===== src/rtl/uart_alu_pkg.sv =====
// Shared types and constants for the framed UART/ALU command controller.
// Holds the FSM state encoding, the frame start marker, status bit positions and opcodes.
package uart_alu_pkg;

   typedef enum logic [2:0] {
      IDLE      = 3'd0,
      GET_OP    = 3'd1,
      GET_A     = 3'd2,
      GET_B     = 3'd3,
      EXEC      = 3'd4,
      WAIT      = 3'd5,
      SEND_RES  = 3'd6,
      SEND_STAT = 3'd7
   } state_t;

   localparam logic [7:0] START_BYTE_DEFAULT = 8'hFF;

   localparam int STAT_ZERO    = 0;
   localparam int STAT_CARRY   = 1;
   localparam int STAT_TIMEOUT = 2;

   localparam logic [5:0] ADD = 6'h20;
   localparam logic [5:0] SUB = 6'h22;

   function automatic logic [7:0] status_byte(input logic timeout, input logic carry,
                                              input logic zero);
      logic [7:0] s;
      s               = 8'h00;
      s[STAT_TIMEOUT] = timeout;
      s[STAT_CARRY]   = carry;
      s[STAT_ZERO]    = zero;
      return s;
   endfunction

endpackage


===== src/rtl/frame_timeout_timer.sv =====
// Counts consecutive idle cycles inside a frame; expired flags the cycle on which
// the count has reached TIMEOUT_CYCLES-1 while still idle.
module frame_timeout_timer #(
   parameter int TIMEOUT_CYCLES = 1_000_000
) (
   input  logic clk,
   input  logic reset,
   input  logic clear,
   input  logic enable,
   output logic expired
);

   localparam int CNT_W = (TIMEOUT_CYCLES > 1) ? $clog2(TIMEOUT_CYCLES) : 1;
   localparam logic [CNT_W-1:0] LAST_CNT = CNT_W'(TIMEOUT_CYCLES - 1);

   logic [CNT_W-1:0] count_reg;

   always_ff @(posedge clk or posedge reset) begin
      if (reset) begin
         count_reg <= '0;
      end else if (clear) begin
         count_reg <= '0;
      end else if (enable && (count_reg != LAST_CNT)) begin
         count_reg <= count_reg + 1'b1;
      end
   end

   assign expired = enable && !clear && (count_reg == LAST_CNT);

endmodule


===== src/rtl/uart_alu_ctrl.sv =====
// Framed command controller: parses [START][OP][A][B] from the RX FIFO, runs one ALU
// operation and replies [RESULT bytes][STATUS]; partial frames are aborted on timeout.
module uart_alu_ctrl
   import uart_alu_pkg::*;
#(
   parameter int                 NB_BYTE        = 8,
   parameter int                 NB_OPERAND     = 16,
   parameter int                 NB_OP          = 6,
   parameter logic [NB_BYTE-1:0] START_BYTE     = START_BYTE_DEFAULT,
   parameter int                 ALU_LATENCY    = 1,
   parameter int                 TIMEOUT_CYCLES = 1_000_000
) (
   input  logic                  clk,
   input  logic                  reset,
   input  logic [NB_BYTE-1:0]    data_rx,
   input  logic                  empty_rx,
   output logic                  rd,
   input  logic                  tx_full,
   output logic                  wr_tx,
   output logic [NB_BYTE-1:0]    data_tx,
   output logic                  alu_start,
   output logic [NB_OP-1:0]      alu_op,
   output logic [NB_OPERAND-1:0] alu_a,
   output logic [NB_OPERAND-1:0] alu_b,
   input  logic [NB_OPERAND-1:0] alu_result,
   input  logic                  alu_carry,
   input  logic                  alu_zero,
   output logic                  busy,
   output logic                  err_timeout
);

   localparam int NBYTES = NB_OPERAND / NB_BYTE;
   localparam int IDX_W  = (NBYTES > 1) ? $clog2(NBYTES) : 1;
   localparam int LAT_W  = (ALU_LATENCY > 1) ? $clog2(ALU_LATENCY) : 1;
   localparam logic [IDX_W-1:0] LAST_IDX = IDX_W'(NBYTES - 1);
   localparam logic [LAT_W-1:0] LAST_LAT = LAT_W'(ALU_LATENCY - 1);

   state_t                  state;
   logic [IDX_W-1:0]        idx_reg;
   logic [LAT_W-1:0]        lat_reg;
   logic [NB_OP-1:0]        op_reg;
   logic [NB_OPERAND-1:0]   a_reg;
   logic [NB_OPERAND-1:0]   b_reg;
   logic [NB_OPERAND-1:0]   res_reg;
   logic [NB_BYTE-1:0]      status_reg;
   logic [NB_BYTE-1:0]      tx_hold_reg;
   logic                    err_reg;

   logic                    rx_phase;
   logic                    tx_phase;
   logic                    rd_en;
   logic                    wr_en;
   logic                    expired;
   logic                    timeout_abort;
   logic [NB_BYTE-1:0]      tx_byte;

   assign rx_phase = (state == GET_OP) || (state == GET_A) || (state == GET_B);
   assign tx_phase = (state == SEND_RES) || (state == SEND_STAT);

   // Handshakes are combinational so a byte is sampled in the cycle it is popped/written.
   assign rd_en = !reset && !empty_rx && ((state == IDLE) || rx_phase);
   assign wr_en = !reset && !tx_full && tx_phase;
   assign timeout_abort = rx_phase && !rd_en && expired;

   always_comb begin
      tx_byte = status_reg;
      if (state == SEND_RES) begin
         tx_byte = res_reg[idx_reg*NB_BYTE +: NB_BYTE];
      end
   end

   frame_timeout_timer #(
      .TIMEOUT_CYCLES(TIMEOUT_CYCLES)
   ) u_timer (
      .clk    (clk),
      .reset  (reset),
      .clear  (!rx_phase || !empty_rx),
      .enable (empty_rx),
      .expired(expired)
   );

   always_ff @(posedge clk or posedge reset) begin
      if (reset) begin
         state       <= IDLE;
         idx_reg     <= '0;
         lat_reg     <= '0;
         op_reg      <= '0;
         a_reg       <= '0;
         b_reg       <= '0;
         res_reg     <= '0;
         status_reg  <= '0;
         tx_hold_reg <= '0;
         err_reg     <= 1'b0;
      end else begin
         err_reg <= 1'b0;
         if (wr_en) begin
            tx_hold_reg <= tx_byte;
         end
         if (timeout_abort) begin
            status_reg <= NB_BYTE'(status_byte(1'b1, 1'b0, 1'b0));
            err_reg    <= 1'b1;
            idx_reg    <= '0;
            state      <= SEND_STAT;
         end else begin
            case (state)
               IDLE: begin
                  if (rd_en && (data_rx == START_BYTE)) begin
                     idx_reg <= '0;
                     state   <= GET_OP;
                  end
               end
               GET_OP: begin
                  if (rd_en) begin
                     op_reg  <= data_rx[NB_OP-1:0];
                     idx_reg <= '0;
                     state   <= GET_A;
                  end
               end
               GET_A: begin
                  if (rd_en) begin
                     a_reg[idx_reg*NB_BYTE +: NB_BYTE] <= data_rx;
                     if (idx_reg == LAST_IDX) begin
                        idx_reg <= '0;
                        state   <= GET_B;
                     end else begin
                        idx_reg <= idx_reg + 1'b1;
                     end
                  end
               end
               GET_B: begin
                  if (rd_en) begin
                     b_reg[idx_reg*NB_BYTE +: NB_BYTE] <= data_rx;
                     if (idx_reg == LAST_IDX) begin
                        idx_reg <= '0;
                        state   <= EXEC;
                     end else begin
                        idx_reg <= idx_reg + 1'b1;
                     end
                  end
               end
               EXEC: begin
                  lat_reg <= '0;
                  state   <= WAIT;
               end
               WAIT: begin
                  if (lat_reg == LAST_LAT) begin
                     res_reg    <= alu_result;
                     status_reg <= NB_BYTE'(status_byte(1'b0, alu_carry, alu_zero));
                     idx_reg    <= '0;
                     state      <= SEND_RES;
                  end else begin
                     lat_reg <= lat_reg + 1'b1;
                  end
               end
               SEND_RES: begin
                  if (!tx_full) begin
                     if (idx_reg == LAST_IDX) begin
                        idx_reg <= '0;
                        state   <= SEND_STAT;
                     end else begin
                        idx_reg <= idx_reg + 1'b1;
                     end
                  end
               end
               SEND_STAT: begin
                  if (!tx_full) begin
                     state <= IDLE;
                  end
               end
               default: state <= IDLE;
            endcase
         end
      end
   end

   assign rd          = rd_en;
   assign wr_tx       = wr_en;
   assign data_tx     = wr_en ? tx_byte : tx_hold_reg;
   assign alu_start   = (state == EXEC);
   assign alu_op      = op_reg;
   assign alu_a       = a_reg;
   assign alu_b       = b_reg;
   assign busy        = (state != IDLE);
   assign err_timeout = err_reg;

endmodule


===== config.mk =====
export PLATFORM = sky130hd
export DESIGN_NAME = uart_alu_ctrl
export DESIGN_NICKNAME = d
export VERILOG_FILES = /design/src/rtl/uart_alu_pkg.sv /design/src/rtl/frame_timeout_timer.sv /design/src/rtl/uart_alu_ctrl.sv
export SDC_FILE = /design/constraint.sdc
export NUM_CORES = 1
export LEC_CHECK = 0
export CAP_MARGIN = 20
export CORE_MARGIN = 5
export CORE_UTILIZATION = 60
export CTS_CLUSTER_DIAMETER = 150
export DETAILED_ROUTE_END_ITERATION = 10
export DONT_BUFFER_PORTS = 1
export GPL_TIMING_DRIVEN = 1
export PLACE_DENSITY = 0.81
export SLEW_MARGIN = 40
export SYNTH_ARGS = -nofsm -noshare
export SYNTH_HDL_FRONTEND = slang
export SYNTH_SLANG_ARGS = --single-unit

===== constraint.sdc =====
create_clock -name clk -period 4.9 [get_ports clk]
set_input_delay 0.735 -clock clk [delete_from_list [all_inputs] [get_ports clk]]
set_output_delay 0.735 -clock clk [all_outputs]
set_load 0.005 [all_outputs]

==> out/results.ini, run 1 <==
[clock_network]
clock_tree_from_tritoncts=yes
postCtsResizedCells=0
cts_buffers=9
hold_buffers=0
cts.clk_slew.worst_paths_ns=0.09
cts.root.buffer_cell=sky130_fd_sc_hd__clkbuf_8
clkLatencyLatePin_ns=0.36
cts_setup_buffers=0
cts_htree_levels=3
cts_max_path_buffers=2
cts_sinks=90

[pwr]
part_of_the_power_in_the_clock_network=0.213
pwr_density_cell_mw_per_mm2=552.5
peakVddDrop_v=0.0003306
switching_share=0.3342
share_comb_of_total_power=0.244
p_leak_nw=1.837
internal_power_mw=1.589
p_seq_frac=0.543
power_switching_uw=797.7

[yosys]
synth_nets=372
async_reset_ff_frac=1.000
synth-edff-count=0
synth_warnings=0
synth_top_area_share=0.5552
synth-seq-area-share=0.5552
post_synth_inst_count=341
netlist-cell-type-count=51
syn_avg_cell_area_um2=11.90
post_synth_main_area_contributors=sky130_fd_sc_hd__dfrtp_1 56%, sky130_fd_sc_hd__mux2_2 14%, sky130_fd_sc_hd__nand2_1 2.6%
synth_most_common_cell=sky130_fd_sc_hd__dfrtp_1
synthTopCellsByCount=90 x sky130_fd_sc_hd__dfrtp_1, 49 x sky130_fd_sc_hd__mux2_2, 28 x sky130_fd_sc_hd__nand2_1
synth-seq-cells=90
syn_area_mm2=0.004056
yosys.area.top_type=sky130_fd_sc_hd__dfrtp_1
ys_dominant_reg_cell=sky130_fd_sc_hd__dfrtp_1

[placement]
dp_cells=409
placement.io_buffers=0
pre_cts_slack_ns=2.141
gpl.final_weighted_congestion=0.8041
dpl_cell_area_mm2=0.004120
detailedPlacementHpwl_mm=5.842

[final_layout]
largest_reg_flops=20
antenna_cells=0
areaGrowthSynthToFinish_pct=6.477
finish.cell_count_without_fillers=425
design.final.nets=371
area_of_the_multi_input_gates_mm2=0.001733
drive_gt1_frac=0.2406
sequential_cell_area_mm2=0.002252
finish.instance_area_mm2=0.004319
n_fill_cell=507

[timing]
setup_viol_count_final=0
hold-worst-slack_ns=0.1889
final_max_slew_viol_count=0
setup-tns-final_ns=0
relSlewSlack=0.4952
fin_worst_skew_ns=0.01170
final_critical_path_setup_slack_ns=1.973
timing.final.hold_violations=0
period_share=0.5973
maxClockFrequency_mhz=341.7
layout_min_cycle_time_ns=2.927
timing_worst_slew_pin_value_ns=0.7572
grt_setup_unrepaired=false

[floorplanning]
floorplan.io_pins=81
start_util=0.6071
design.core.area_mm2=0.006681
chipHeight_um=92.23
die_area_mm2=0.008505
number_of_cell_rows=30
die_width_um=92.23

[global_routing]
antenna_violations_before_repair=0
grt_first_pass_wirelength_mm=14.11
number_of_global_route_vias_before_repair=2777
grt_remaining_overflow=0
grt.total_usage=0.2098
grt_max_degree=75

[critical_path]
critical_path_class=reg2out
timing.critical_path.slowest_stage_cell=sky130_fd_sc_hd__dfrtp_1
timing.critical_path.slowest_cell_delay_ns=0.63
critical_path.max_fanout=17
crit_chain=nor2b_1 > nand3_1 > o31ai_1
crit_arrival_ns=2.19
critical_path.reg2reg.startpoint=state[2]
worst_setup_path_end_kind=primary output
worst_ep_required_time_ns=4.16
cpLargestDelayFamily=simple AND/OR/NAND/NOR gates
start_kind=flip-flop
total_buffers_and_inverters_traversed_by_the_critical_path=0
critPathLaunch=state[1]

[outcome]
run_status=completed

[route]
via_count=2670
total_wire_length_after_detailed_routing_mm=8.390
detail_route.wl_per_cell_um=19.74
drtPass1Iterations=4
initialDrtViolationCount=252
ant_nets=0
drt_drc_violations_left=0
via_cell_ratio=6.282

[job]
cap_violations=0

[hold_path]
holdCritPathClass=in2async

[worst reg2reg max path, delay by kind of cell (launching register included)]
family / cells / cell delay (ns)
flops: 1 / 0.54
simple gates: 2 / 1.15
mux: 1 / 0.50
[power groups by stage]
| stage | clock, mW | sequential (mW) | combinational [mW] |
|---|---|---|---|
| floorplan | 0 | 1.18 | 0.549 |
| global placement | 0 | 1.29 | 0.557 |
| detailed placement | 0 | 1.31 | 0.588 |
| CTS | 0.515 | 1.30 | 0.589 |
| global route | 0.543 | 1.35 | 0.657 |
| finish | 0.509 | 1.30 | 0.582 |
[placed cells by master (no fill, tap or decap), types with 2 or more instances in the layout]
cell type / count
sky130_fd_sc_hd__nor2_1: 13
sky130_fd_sc_hd__mux2_2: 49
sky130_fd_sc_hd__inv_6: 2
sky130_fd_sc_hd__nand3_1: 11
sky130_fd_sc_hd__nor3_4: 2
sky130_fd_sc_hd__o21ai_0: 13
sky130_fd_sc_hd__clkinv_2: 3
sky130_fd_sc_hd__mux2_1: 8
sky130_fd_sc_hd__o21ai_1: 2
sky130_fd_sc_hd__and4_1: 3
sky130_fd_sc_hd__nand2b_1: 3
sky130_fd_sc_hd__inv_1: 4
sky130_fd_sc_hd__clkbuf_8: 9
sky130_fd_sc_hd__mux2i_1: 6
sky130_fd_sc_hd__dfrtp_1: 90
sky130_fd_sc_hd__or3_1: 10
sky130_fd_sc_hd__or2_2: 3
sky130_fd_sc_hd__xor2_1: 3
sky130_fd_sc_hd__nand4_1: 7
sky130_fd_sc_hd__o22ai_1: 6
sky130_fd_sc_hd__a31oi_1: 3
sky130_fd_sc_hd__xnor2_1: 2
sky130_fd_sc_hd__and3_1: 3
sky130_fd_sc_hd__a21oi_1: 18
sky130_fd_sc_hd__or4_1: 2
sky130_fd_sc_hd__nand2_1: 28
sky130_fd_sc_hd__nor2b_1: 3
sky130_fd_sc_hd__or4_4: 2
sky130_fd_sc_hd__nor3_1: 4
sky130_fd_sc_hd__clkinv_4: 2
sky130_fd_sc_hd__and2_1: 2
sky130_fd_sc_hd__o31ai_1: 7
[layout make-up]
type	instances	share of cell area
Clock buffer	9	0.02868
Clock inverter	7	0.01738
Inverter	6	0.005504
Multi-Input combinational cell	232	0.4012
Sequential cell	90	0.5214
Tap cell	80	0.02317
Timing Repair Buffer	1	0.002607
[cells by family after synthesis]
kind of cell | share of synthesized area
DFF | 0.5552
muxes | 0.1730
buffers and inverters | 0.02036
xor gates and xnor gates | 0.01080
and+or+nand+nor | 0.1524
adders and majority gates | 0.003084
AOI/OAI and AO/OA | 0.08514
[final timing paths]
| kind | end | slack [ns] | depth (start not counted) |
|---|---|---|---|
| setup reg to reg | alu_b[14] | 2.59 | 3 |
| max in group asynchronous | res_reg[4] | 3.78 | 2 |
| min in group clk | alu_b[4] | 0.50 | 1 |
| setup / recovery | data_tx[7] | 1.97 | 3 |
| hold / removal | u_timer.count_reg[18] | 0.19 | 1 |
| hold reg to reg | status_reg[2] | 0.51 | 2 |
[routing by layer]
layer  routed length (um)  up-vias  share of wire  GRT usage
met5                    0        -              0          0
li1                     -     1244              -          -
met4                  160        0          0.019    0.06807
met3                  749       15          0.089    0.08285
met1                 3344     1317           0.40     0.2619
met2                 4137       94           0.49     0.3358
[through the flow]
stage	total power, mW	utilization
floorplan	1.732	-
global placement	1.851	0.6144
detailed placement	1.897	0.6167
CTS	2.402	0.6464
global route	2.547	0.6464
finish	2.387	0.6464
Note: power is estimated with default switching activity, not from simulation.
==> inputs of run 2 (changes only) <==
==> constraint.sdc (replaced) <==
create_clock -name clk -period 2.79 [get_ports clk]
set_input_delay 0.4185 -clock clk [delete_from_list [all_inputs] [get_ports clk]]
set_output_delay 0.4185 -clock clk [all_outputs]
set_load 0.005 [all_outputs]
==> out/results.ini, run 2 (same netlist as run 1, synthesis figures left out) <==
[critical_path]
critical_path_class=reg2out
r2r_setup_slack_ns=0.62  ; -1.97 ns
cp-endpoint=data_tx[5]
reg2reg_depth=3  ; unchanged
crit-reg2reg-capture=alu_b[15]
critPathLaunch=state[1]
critical_path_depth=3  ; unchanged
timing.critical_path.slowest_stage_cell=sky130_fd_sc_hd__dfrtp_1
start_kind=flip-flop
worst_setup_path_end_kind=primary output
timing.critical_path.slowest_cell_delay_ns=0.59  ; -0.04 ns
cpLargestDelayFamily=simple AND/OR/NAND/NOR gates
crit_chain=nor2b_1 > nand3_1 > o31ai_1
worst_ep_required_time_ns=2.37  ; -1.79 ns
crit_arrival_ns=2.08  ; -0.11 ns
critical_path.max_fanout=17  ; unchanged
critical_path.reg2reg.startpoint=state[2]
total_buffers_and_inverters_traversed_by_the_critical_path=0  ; unchanged

[clock_network]
clkLatencyLatePin_ns=0.36  ; about the same
cts_setup_buffers=0  ; unchanged
cts_buffers=9  ; unchanged
cts_sinks=90  ; unchanged
hold_buffers=0  ; unchanged
cts_htree_levels=3  ; unchanged
cts.clk_slew.worst_paths_ns=0.08  ; about the same
clock_tree_from_tritoncts=yes
postCtsResizedCells=0  ; unchanged
cts_max_path_buffers=2  ; unchanged
cts.root.buffer_cell=sky130_fd_sc_hd__clkbuf_8

[pwr]
p_leak_nw=1.819  ; -0.95%
pwr_density_cell_mw_per_mm2=955.0  ; +73%
power_mw=4.120  ; +73%
peakVddDrop_v=0.0006649  ; +100%

[placement]
dpl_cell_area_mm2=0.004119  ; about the same
dp_cells=410  ; +0.24%
detailedPlacementHpwl_mm=5.678  ; -2.8%
placement.io_buffers=0  ; unchanged
gpl.final_weighted_congestion=0.8203  ; +2.0%

[final_layout]
design.final.nets=372  ; +0.27%
layout.cells.most_common=sky130_fd_sc_hd__dfrtp_1
finish.instance_area_mm2=0.004314  ; -0.12%
antenna_cells=0  ; unchanged
drive_gt1_frac=0.2428  ; +0.002195
areaGrowthSynthToFinish_pct=6.354
n_fill_cell=514  ; +1.4%
largest_reg_flops=20  ; unchanged
final_cell_mix=90 x sky130_fd_sc_hd__dfrtp_1, 49 x sky130_fd_sc_hd__mux2_2, 28 x sky130_fd_sc_hd__nand2_1, 18 x sky130_fd_sc_hd__a21oi_1
finish.cell_count_without_fillers=426  ; +0.24%

[timing]
timing_worst_slew_pin_value_ns=0.7235  ; -0.03367 ns
fin_worst_skew_ns=0.006442  ; -0.005258 ns
timing.final.hold_violations=0  ; unchanged
maxClockFrequency_mhz=399.6
grt_setup_unrepaired=false
relSlewSlack=0.5176  ; +0.02245
setup_viol_count_final=0  ; unchanged
layout_min_cycle_time_ns=2.503
period_share=0.8970
final_max_slew_viol_count=0  ; unchanged
hold-worst-slack_ns=0.1742  ; -0.01465 ns

[route]
ant_nets=0  ; unchanged
detail_route.wl_per_cell_um=18.87  ; -4.4%
via_count=2607  ; -2.4%
drt_drc_violations_left=0  ; unchanged
total_wire_length_after_detailed_routing_mm=8.037  ; -4.2%
drtPass1Iterations=4  ; unchanged
via_cell_ratio=6.120  ; -2.6%
initialDrtViolationCount=176  ; -30%

[floorplanning]
die_area_mm2=0.008505  ; unchanged
die_width_um=92.23  ; unchanged
start_util=0.6071  ; unchanged
number_of_cell_rows=30  ; unchanged
chipHeight_um=92.23  ; unchanged
floorplan.io_pins=81  ; unchanged
design.core.area_mm2=0.006681  ; unchanged

[global_routing]
antenna_violations_before_repair=0  ; unchanged
grt_first_pass_wirelength_mm=13.37  ; -5.3%
number_of_global_route_vias_before_repair=2646  ; -4.7%
grt_remaining_overflow=0  ; unchanged
grt_max_degree=91  ; +21%
grt.total_usage=0.2039  ; -0.005983

[job]
cap_violations=0  ; unchanged

[hold_path]
holdCritPathClass=in2async

[outcome]
run_status=completed

run 2: changes by cell type in the layout (fill, tap and decap cells not counted), moves of 2 or more:
cell	change
sky130_fd_sc_hd__clkbuf_8	+3
sky130_fd_sc_hd__clkinv_2	-3
sky130_fd_sc_hd__clkinvlp_4	+5
sky130_fd_sc_hd__inv_6	-2
run 2: cell type report:
| cell class | count | area, um^2 | share of cell area |
|---|---|---|---|
| Clock buffer | 11 | 151.4 | 0.03509 |
| Clock inverter | 5 | 38.79 | 0.008991 |
| Inverter | 6 | 26.28 | 0.006090 |
| Multi-Input combinational cell | 232 | 1724 | 0.3997 |
| Sequential cell | 90 | 2252 | 0.5220 |
| Tap cell | 80 | 100.1 | 0.02320 |
| Timing Repair Buffer | 2 | 21.27 | 0.004930 |
run 2: worst min-delay path by stage:
stage | startpoint | to | cells after the start
2_1_floorplan | status_reg[2] | status_reg[2] | 2
3_3_place_gp | status_reg[2] | status_reg[2] | 2
3_5_place_dp | status_reg[2] | status_reg[2] | 2
4_1_cts | data_rx[4] | alu_b[4] | 1
5_1_grt | data_rx[3] | alu_b[3] | 1
6_report | reset | state[2] | 2
run 2: where the power goes:
group / internal [mW] / switching [mW]
Combinational: 0.560 / 0.461
Clock: 0.373 / 0.461
Sequential: 1.81 / 0.453
Total: 2.75 / 1.37
run 2: per-layer routing:
layer,track usage,routed length (um)
met4,0.08045,127
met3,0.08203,652
met1,0.2619,3347
met5,0,0
met2,0.3096,3910
run 2: metrics by stage:
| step | util | setup TNS (ns) | setup slack [ns] |
|---|---|---|---|
| 2_1_floorplan | - | -2.236 | -0.2685 |
| 3_3_place_gp | 0.6159 | 0 | 0.6707 |
| 3_5_place_dp | 0.6165 | 0 | 0.5818 |
| 4_1_cts | 0.6449 | 0 | 0.2697 |
| 5_1_grt | 0.6457 | 0 | 0.02867 |
| 6_report | 0.6457 | 0 | 0.2874 |
